==> src/rtl/io_defs_pkg.sv <==
// ============================================================================
// io_defs: bus addresses, CTRL bit positions and helpers shared by the I/O devices.
// Revision: 1.0
// ============================================================================
`default_nettype none

package io_defs;

  localparam logic [31:0] KEY_DATA_ADDR = 32'hF000_0010;
  localparam logic [31:0] KEY_CTRL_ADDR = 32'hF000_0110;
  localparam logic [31:0] SW_DATA_ADDR  = 32'hF000_0014;
  localparam logic [31:0] SW_CTRL_ADDR  = 32'hF000_0114;

  localparam int CTRL_READY   = 0;
  localparam int CTRL_OVERRUN = 2;
  localparam int CTRL_IE      = 8;

  localparam logic [31:0] BUS_DEFAULT = 32'hDEAD_BEEF;

  function automatic logic [31:0] ctrl_word(input logic ie, input logic ovr, input logic rdy);
    logic [31:0] w;
    w               = '0;
    w[CTRL_IE]      = ie;
    w[CTRL_OVERRUN] = ovr;
    w[CTRL_READY]   = rdy;
    return w;
  endfunction

endpackage

`default_nettype wire

==> src/rtl/io_debouncer.sv <==
// ============================================================================
// io_debouncer: 2-flop synchronizer plus stable-run counter; emits a one-cycle
// event when the debounced value is updated.  Revision: 1.0
// ============================================================================
`default_nettype none

module io_debouncer #(
  parameter int WIDTH           = 4,
  parameter int DEBOUNCE_CYCLES = 500000
) (
  input  logic             clk_i,
  input  logic             rst_i,
  input  logic [WIDTH-1:0] raw_i,
  output logic [WIDTH-1:0] db_o,
  output logic             event_o
);

  localparam int             CW      = $clog2(DEBOUNCE_CYCLES + 1);
  localparam logic [CW-1:0]  CNT_MAX = CW'(DEBOUNCE_CYCLES);

  logic [WIDTH-1:0] sync1_q, sync2_q, prev_q, db_q, db_d;
  logic [CW-1:0]    cnt_q, cnt_d;

  // cnt_d = number of consecutive cycles, including this one, that sync2_q has held its value
  always_comb begin
    if (sync2_q != prev_q) begin
      cnt_d = CW'(1);
    end else if (cnt_q == CNT_MAX) begin
      cnt_d = cnt_q;
    end else begin
      cnt_d = cnt_q + CW'(1);
    end
    event_o = (sync2_q != db_q) && (cnt_d == CNT_MAX);
    db_d    = event_o ? sync2_q : db_q;
  end

  always_ff @(posedge clk_i) begin
    if (rst_i) begin
      sync1_q <= '0;
      sync2_q <= '0;
      prev_q  <= '0;
      db_q    <= '0;
      cnt_q   <= '0;
    end else begin
      sync1_q <= raw_i;
      sync2_q <= sync1_q;
      prev_q  <= sync2_q;
      db_q    <= db_d;
      cnt_q   <= cnt_d;
    end
  end

  assign db_o = db_q;

endmodule

`default_nettype wire

==> src/rtl/io_input_ctrl.sv <==
// ============================================================================
// io_input_ctrl: memory-mapped KEY/SW input registers with status, interrupt
// enable and registered IRQ.  Revision: 1.0
// ============================================================================
`default_nettype none

module io_input_ctrl
  import io_defs::*;
#(
  parameter logic [31:0] ADDRKEY         = KEY_DATA_ADDR,
  parameter logic [31:0] ADDRKCTRL       = KEY_CTRL_ADDR,
  parameter logic [31:0] ADDRSW          = SW_DATA_ADDR,
  parameter logic [31:0] ADDRSCTRL       = SW_CTRL_ADDR,
  parameter int          DEBOUNCE_CYCLES = 500000
) (
  input  logic        CLK,
  input  logic        RESET,
  input  logic [3:0]  KEY,
  input  logic [9:0]  SW,
  input  logic [31:0] ADDRIN,
  input  logic [31:0] DIN,
  input  logic        WE,
  input  logic        RE,
  output logic [31:0] DOUT,
  output logic        SEL,
  output logic        IRQ
);

  logic [3:0] key_n, key_db;
  logic [9:0] sw_db;
  logic       key_ev, sw_ev;

  // Buttons are active-low; invert so a released key reads as 0
  assign key_n = ~KEY;

  io_debouncer #(.WIDTH(4), .DEBOUNCE_CYCLES(DEBOUNCE_CYCLES)) u_key_db (
    .clk_i   (CLK),
    .rst_i   (RESET),
    .raw_i   (key_n),
    .db_o    (key_db),
    .event_o (key_ev)
  );

  io_debouncer #(.WIDTH(10), .DEBOUNCE_CYCLES(DEBOUNCE_CYCLES)) u_sw_db (
    .clk_i   (CLK),
    .rst_i   (RESET),
    .raw_i   (SW),
    .db_o    (sw_db),
    .event_o (sw_ev)
  );

  logic hit_kdata, hit_kctrl, hit_sdata, hit_sctrl;
  logic k_rd, k_wr, s_rd, s_wr;

  assign hit_kdata = (ADDRIN == ADDRKEY);
  assign hit_kctrl = (ADDRIN == ADDRKCTRL);
  assign hit_sdata = (ADDRIN == ADDRSW);
  assign hit_sctrl = (ADDRIN == ADDRSCTRL);
  assign k_rd      = RE & hit_kdata;
  assign k_wr      = WE & hit_kctrl;
  assign s_rd      = RE & hit_sdata;
  assign s_wr      = WE & hit_sctrl;

  logic kready_q, kready_d, kovr_q, kovr_d, kie_q, kie_d;
  logic sready_q, sready_d, sovr_q, sovr_d, sie_q, sie_d;
  logic irq_q, irq_d;

  always_comb begin
    kready_d = kready_q;
    kovr_d   = kovr_q;
    kie_d    = kie_q;
    sready_d = sready_q;
    sovr_d   = sovr_q;
    sie_d    = sie_q;

    // A new event outranks a same-cycle data read and does not count as an overrun
    if (key_ev)    kready_d = 1'b1;
    else if (k_rd) kready_d = 1'b0;
    if (key_ev && kready_q && !k_rd)     kovr_d = 1'b1;
    else if (k_wr && !DIN[CTRL_OVERRUN]) kovr_d = 1'b0;
    if (k_wr) kie_d = DIN[CTRL_IE];

    if (sw_ev)     sready_d = 1'b1;
    else if (s_rd) sready_d = 1'b0;
    if (sw_ev && sready_q && !s_rd)      sovr_d = 1'b1;
    else if (s_wr && !DIN[CTRL_OVERRUN]) sovr_d = 1'b0;
    if (s_wr) sie_d = DIN[CTRL_IE];

    irq_d = (kready_q & kie_q) | (sready_q & sie_q);
  end

  always_ff @(posedge CLK) begin
    if (RESET) begin
      kready_q <= 1'b0;
      kovr_q   <= 1'b0;
      kie_q    <= 1'b0;
      sready_q <= 1'b0;
      sovr_q   <= 1'b0;
      sie_q    <= 1'b0;
      irq_q    <= 1'b0;
    end else begin
      kready_q <= kready_d;
      kovr_q   <= kovr_d;
      kie_q    <= kie_d;
      sready_q <= sready_d;
      sovr_q   <= sovr_d;
      sie_q    <= sie_d;
      irq_q    <= irq_d;
    end
  end

  always_comb begin
    DOUT = '0;
    if (hit_kdata)      DOUT = {28'b0, key_db};
    else if (hit_kctrl) DOUT = ctrl_word(kie_q, kovr_q, kready_q);
    else if (hit_sdata) DOUT = {22'b0, sw_db};
    else if (hit_sctrl) DOUT = ctrl_word(sie_q, sovr_q, sready_q);
  end

  assign SEL = hit_kdata | hit_kctrl | hit_sdata | hit_sctrl;
  assign IRQ = irq_q;

  logic unused_din;
  assign unused_din = ^{DIN[31:9], DIN[7:3], DIN[1:0]};

endmodule

`default_nettype wire

==> config.mk <==
export PLATFORM = sky130hd
export DESIGN_NAME = io_input_ctrl
export DESIGN_NICKNAME = d
export VERILOG_FILES = /design/src/rtl/io_defs_pkg.sv /design/src/rtl/io_debouncer.sv /design/src/rtl/io_input_ctrl.sv
export SDC_FILE = /design/constraint.sdc
export NUM_CORES = 1
export LEC_CHECK = 0
export ABC_AREA = 1
export ABC_CLOCK_PERIOD_IN_PS = 4100
export BUFFER_PORTS_ARGS = -buffer_cell sky130_fd_sc_hd__buf_2
export CORE_MARGIN = 2
export CORE_UTILIZATION = 40
export DETAILED_ROUTE_END_ITERATION = 8
export MAX_ROUTING_LAYER = met4
export PLACE_DENSITY_LB_ADDON = 0.15
export RECOVER_POWER = 25
export SLEW_MARGIN = 20
export SYNTH_ARGS = -nofsm -noshare
export SYNTH_HDL_FRONTEND = slang
export SYNTH_SLANG_ARGS = --single-unit
==> constraint.sdc <==
create_clock -name CLK -period 4.1 [get_ports CLK]
set_clock_uncertainty 0.2 [all_clocks]
set_input_delay 0.82 -clock CLK [delete_from_list [all_inputs] [get_ports CLK]]
set_output_delay 0.82 -clock CLK [all_outputs]
set_load 0.01 [all_outputs]
[Word level (Yosys, flattened, before mapping)]
Cells that the tools add are included.
Word-level totals
  register bits: 101
  input bits: 82
Operators by class
  add/sub/neg operators: 2
  eq/ne operators: 12
  mux-type cells: 16
  bitwise logic cells: 11
  reduce and logical (&&, ||, !) cells: 15
Operator list (count)
  equality test 32 bit, second input constant: 4
  equality test 19 bit, second input constant: 4
  two-way mux 19 bit: 4
  adder 19 x 1 -> 19 bit, second input constant: 2
  two-way mux 10 bit: 3
  != test 10 bit: 2
  two-way mux 9 bit: 1
  logical AND 1 bit: 8
  two-way mux 1 bit: 8
  != test 4 bit: 2
  nonzero test 2 bit: 4
  bitwise AND 1 bit: 6
  inverter 4 bit: 1
  OR 1 bit: 4
  logical NOT 1 bit: 3

[Longest topological paths before layout]
  depth after elaboration: 8
  depth in mapped cells: 16
  gate-level depth less buffers: 16

[By module]
A second synthesis with hierarchy kept.
Unflattened totals
  cells, all modules: 871
  area total of the unflattened synthesis: 5650.4 µm²
By module, submodules not included
  io_debouncer (u_sw_db): times used 1, cells an instance 424, area an instance 2806.4 µm², seq. area each 1181.1 µm²
  io_debouncer (u_key_db): times used 1, cells an instance 285, area an instance 1914.3 µm², seq. area each 700.7 µm²
  io_input_ctrl: times used 1, cells an instance 162, area an instance 929.6 µm², seq. area each 140.1 µm²

[Least setup slack after synthesis]
No wires, ideal clock.
  path kind: in2out
  from: in ADDRIN[9]
  to: out DOUT[1]
  data arrival time: 2.050 ns
  setup slack: 1.030 ns
  stages: 7
  buffers on the path: 0
  cell sequence: nor4_1 -> nand3_1 -> nor2_1 -> inv_1 -> nor2_1 -> inv_1 -> o21ai_0
Between the ends
  longest elaborated chain between the ends: 4
  elaborated cells on any way between the ends: 6
  classes of those cells: eq/ne (3); mux (3)
Ends and longest elaborated chain
  start: declaration: line io_input_ctrl.sv:20  | input logic [31:0] ADDRIN,
  equality test 32 bit: line io_input_ctrl.sv:57  | assign hit_sdata = (ADDRIN == ADDRSW);
  two-way mux 10 bit: line io_input_ctrl.sv:116  | else if (hit_sdata) DOUT = {22'b0, sw_db};
  two-way mux 10 bit: line io_input_ctrl.sv:115  | else if (hit_kctrl) DOUT = ctrl_word(kie_q, kovr_q, kready_q);
  two-way mux 10 bit (*): line io_input_ctrl.sv:114  | if (hit_kdata) DOUT = {28'b0, key_db};
  end: declaration: line io_input_ctrl.sv:24  | output logic [31:0] DOUT,
Every way passes the cells marked *; elsewhere a longest branch is shown, timed or not.

[Worst setup path in the final report]
  from: in ADDRIN[9]
  to: out DOUT[3]
Same word-level chain as after synthesis.

==> metrics.md <==
| Metric | Value |
|---|---|
| Largest net degree at the start of global routing | 78 |
| Synthesized area per cell | 6.419 um^2 |
| # setup viols final | 0 |
| First-pass GRT wire length | 21360 um |
| Commonest cells after routing, fill and taps aside | nand2_1, nor2_1, inv_1 |
| Reg2reg start | u_sw_db.cnt_q[0]$_SDFF_PP0_ |
| Seq cells post-synth | 101 |
| CTS tree | yes |
| Post-DR vias/cell | 4.676 |
| Hold-fix buffers at CTS | 0 |
| Area Overhead vs Synth | 12.12% |
| Hold Startpoint | u_key_db.sync1_q[3]$_SDFF_PP0_ |
| Hold Crit Class | flop to flop |
| Die height | 121.6 um |
| Worst Max-Slew Pin Slew | 1.664 ns |
| Min Clock Period, post-route | 3.557 ns |
| Number of remaining DRC errors | 0 |
| Average wire per standard cell | ~12 um |
| Top post-synthesis cells by area | dfxtp_1, nand2_1, nor2_1, inv_1, nand3_1 |
| Worst reg-to-reg setup slack | about 1.3 ns |
| Synth Cell Area | 0.005533 mm^2 |
| Initial core utilization | 0.4129 |
| Worst setup SP type | primary input |
| R2R depth | 13 |
| Setup TNS | 0 ns |
| Hold Path Sink | u_key_db.sync2_q[3]$_SDFF_PP0_ |
| Total of max-cap violations | 1 |
| Initial antenna violation count | 0 |
| Reg-to-reg endpoint | sovr_q$_SDFFE_PP0P_ |
| Most common cell after layout, fill and taps aside | nand2_1 |
| All-Layer GR Usage | 0.1860 |
| Highest routed metal layer | met4 |
| Vias | 5148 |
| CTS resizes | 0 |
| Final hold violations | 0 |
| Setup WS post-layout | 0.5429 ns |
| DR pass1 iterations | 5 |
| WL met2 | approximately 5700 um |
| RSZ-0062 raised after global routing | false |
| Antenna cells | 0 |
| Post-detail-place hpwl | 9375 um |
| Dpl cell area | 0.005901 mm^2 |
| Die area | 0.01479 mm^2 |
| Yosys top cell area share | 0.3654 |
| Final net count | 1006 |
| Length of routed met3 wiring | ~620 um |
| Worst IR drop on VDD | 0.0002227 V |
| CTS Buf Count | 9 |
| Dominant synthesized flop cell | dfxtp_1 |
| Ys async rst share | 0 |
| Failing checks | capacitance limit, slew limit |
| Site row count | 42 |
| Worst EP required | 3.08 ns |
| EDFF count, synth | 0 |
| Outcome | finished with violations |
| Critical path fanouts, max | 7 |
| Register area share after synthesis | 0.3654 |
| Fin crit share | 0.8676 |
| Clock Tree Buf Depth | 2 |
| Post-CTS setup buffers | 0 |
| Worst Setup End Kind | primary output |
| Yosys cell types | 34 |
| H-Tree Depth | 3 |
| Share of cells above drive strength 1 | 0.1200 |
| Port Buf Inserts | 63 |
| Root Driver | clkbuf_16 |
| Vias in the first global route | 4637 |
| Clk_lat worst skew | 0.35 ns |
| P per Cell Area | 332.7 mW/mm^2 |
| Leak pwr | 2.595 nW |
| Die X | 121.6 um |
| Yosys Warn Count | 0 |
| WP data arrival | 2.54 ns |
| Top Ports | 116 |
| Worst slack at placement | 0.5787 ns |
| Worst-path clk slew | 0.07 ns |
| Fin area | about 0.0062 mm^2 |
| Final GP Congestion | 0.8853 |
| Total gr overflow | 0 |
| Area leader, netlist | dfxtp_1 |
| ANT nets after route | 0 |
| Metal-1 WL | ~6300 um |
| Final Max Tran Viols | 78 |
| Initial DRC Count | 247 |
| Num Clock Sinks | roughly 100 |
| Crit path kind | primary input to primary output |
| Core Footprint | approximately 0.013 mm^2 |
| Max-slew headroom | -0.1096 |
| Layout fillers | between 1000 and 1500 |
| Final wirelength | between 10000 and 15000 um |
| Post-Syn Instances | 862 |
| Hold Path Cell Cnt | 2 |
| F_max | 0.2811 GHz |
-- through the flow --
stage	hold WS, ns	power [mW]	std cells	utilization
2_1_floorplan	0.1883	1.159	883	-
3_3_place_gp	0.1888	1.191	1085	0.4403
3_5_place_dp	0.1916	1.192	1085	0.4403
4_1_cts	0.2023	2.090	1101	0.4631
5_1_grt	0.2196	2.148	1101	0.4629
6_report	0.2026	2.064	1101	0.4629
-- worst max-delay path by stage --
| stage | startpoint | end | slack [ns] | cells after the start |
|---|---|---|---|---|
| 6_report | ADDRIN[9] | DOUT[3] | 0.54 | 9 |
| 2_1_floorplan | ADDRIN[9] | DOUT[1] | 1.03 | 7 |
| 4_1_cts | ADDRIN[21] | DOUT[3] | 0.57 | 9 |
| 5_1_grt | ADDRIN[21] | DOUT[3] | 0.27 | 9 |
| 3_5_place_dp | ADDRIN[21] | DOUT[3] | 0.58 | 9 |
| 3_3_place_gp | ADDRIN[21] | DOUT[1] | 0.53 | 9 |
-- layout make-up --
cell class              count  area (um^2)  share of cell area
inverters                 129        484.2             0.07806
clock inverters             6        76.32             0.01230
clock buffers              10        229.0             0.03691
multi-input cells         615         2851              0.4597
repair buffers             64        320.3             0.05163
well taps                 176        220.2             0.03550
flip-flops and latches    101         2022              0.3259
-- worst max-delay path, cell delays in order --
cell	delay (ns)
buf_2	0.09
nor4_1	0.37
nand3_1	0.13
nor2_1	0.12
inv_1	0.10
nor2_1	0.26
inv_1	0.22
o21ai_0	0.25
buf_2	0.18
-- sequential cells by signal (all words and copies together) (netlist names), 4 cells and up --
name,flops
u_sw_db.db_o,10
u_key_db.sync2_q,4
u_key_db.sync1_q,4
u_sw_db.sync1_q,10
u_sw_db.sync2_q,10
u_key_db.db_o,4
u_key_db.cnt_q,19
u_key_db.prev_q,4
u_sw_db.prev_q,10
u_sw_db.cnt_q,19
-- kinds of logic after synthesis --
logic type	Yosys count	synth area share
xor gates and xnor gates	17	0.02691
buffers and inverters	167	0.1334
AOI/OAI and AO/OA	49	0.04930
adders and majority gates	4	0.009046
and+or+nand+nor	523	0.4152
other	1	0.0006778
DFF	101	0.3654
-- metal layers --
| metal | vias up | GRT usage |
|---|---|---|
| li1 | 2770 | - |
| met4 | 0 | 0.04741 |
| met5 | - | - |
| met3 | 9 | 0.03605 |
| met1 | 2229 | 0.2480 |
| met2 | 140 | 0.2914 |
-- synth_stat cells (all sizes together), types with 4 or more instances --
| cell type | instances |
|---|---|
| ha | 4 |
| nor3 | 17 |
| o21bai | 4 |
| nand3 | 81 |
| xor2 | 9 |
| nand3b | 5 |
| a21oi | 26 |
| buf | 28 |
| nand2 | 188 |
| nor4 | 5 |
| nand4 | 29 |
| o21ai | 12 |
| xnor2 | 8 |
| inv | 128 |
| clkbuf | 10 |
| nor2 | 197 |
| dfxtp | 101 |
-- power by group --
part           leakage [nW]  switching, mW  internal (mW)
clock                 0.150          0.410          0.486
combinational          1.62          0.103         0.0513
sequential            0.822         0.0132           1.00
total                  2.60          0.526           1.54
No activity file was read; power rests on OpenSTA's default activity.
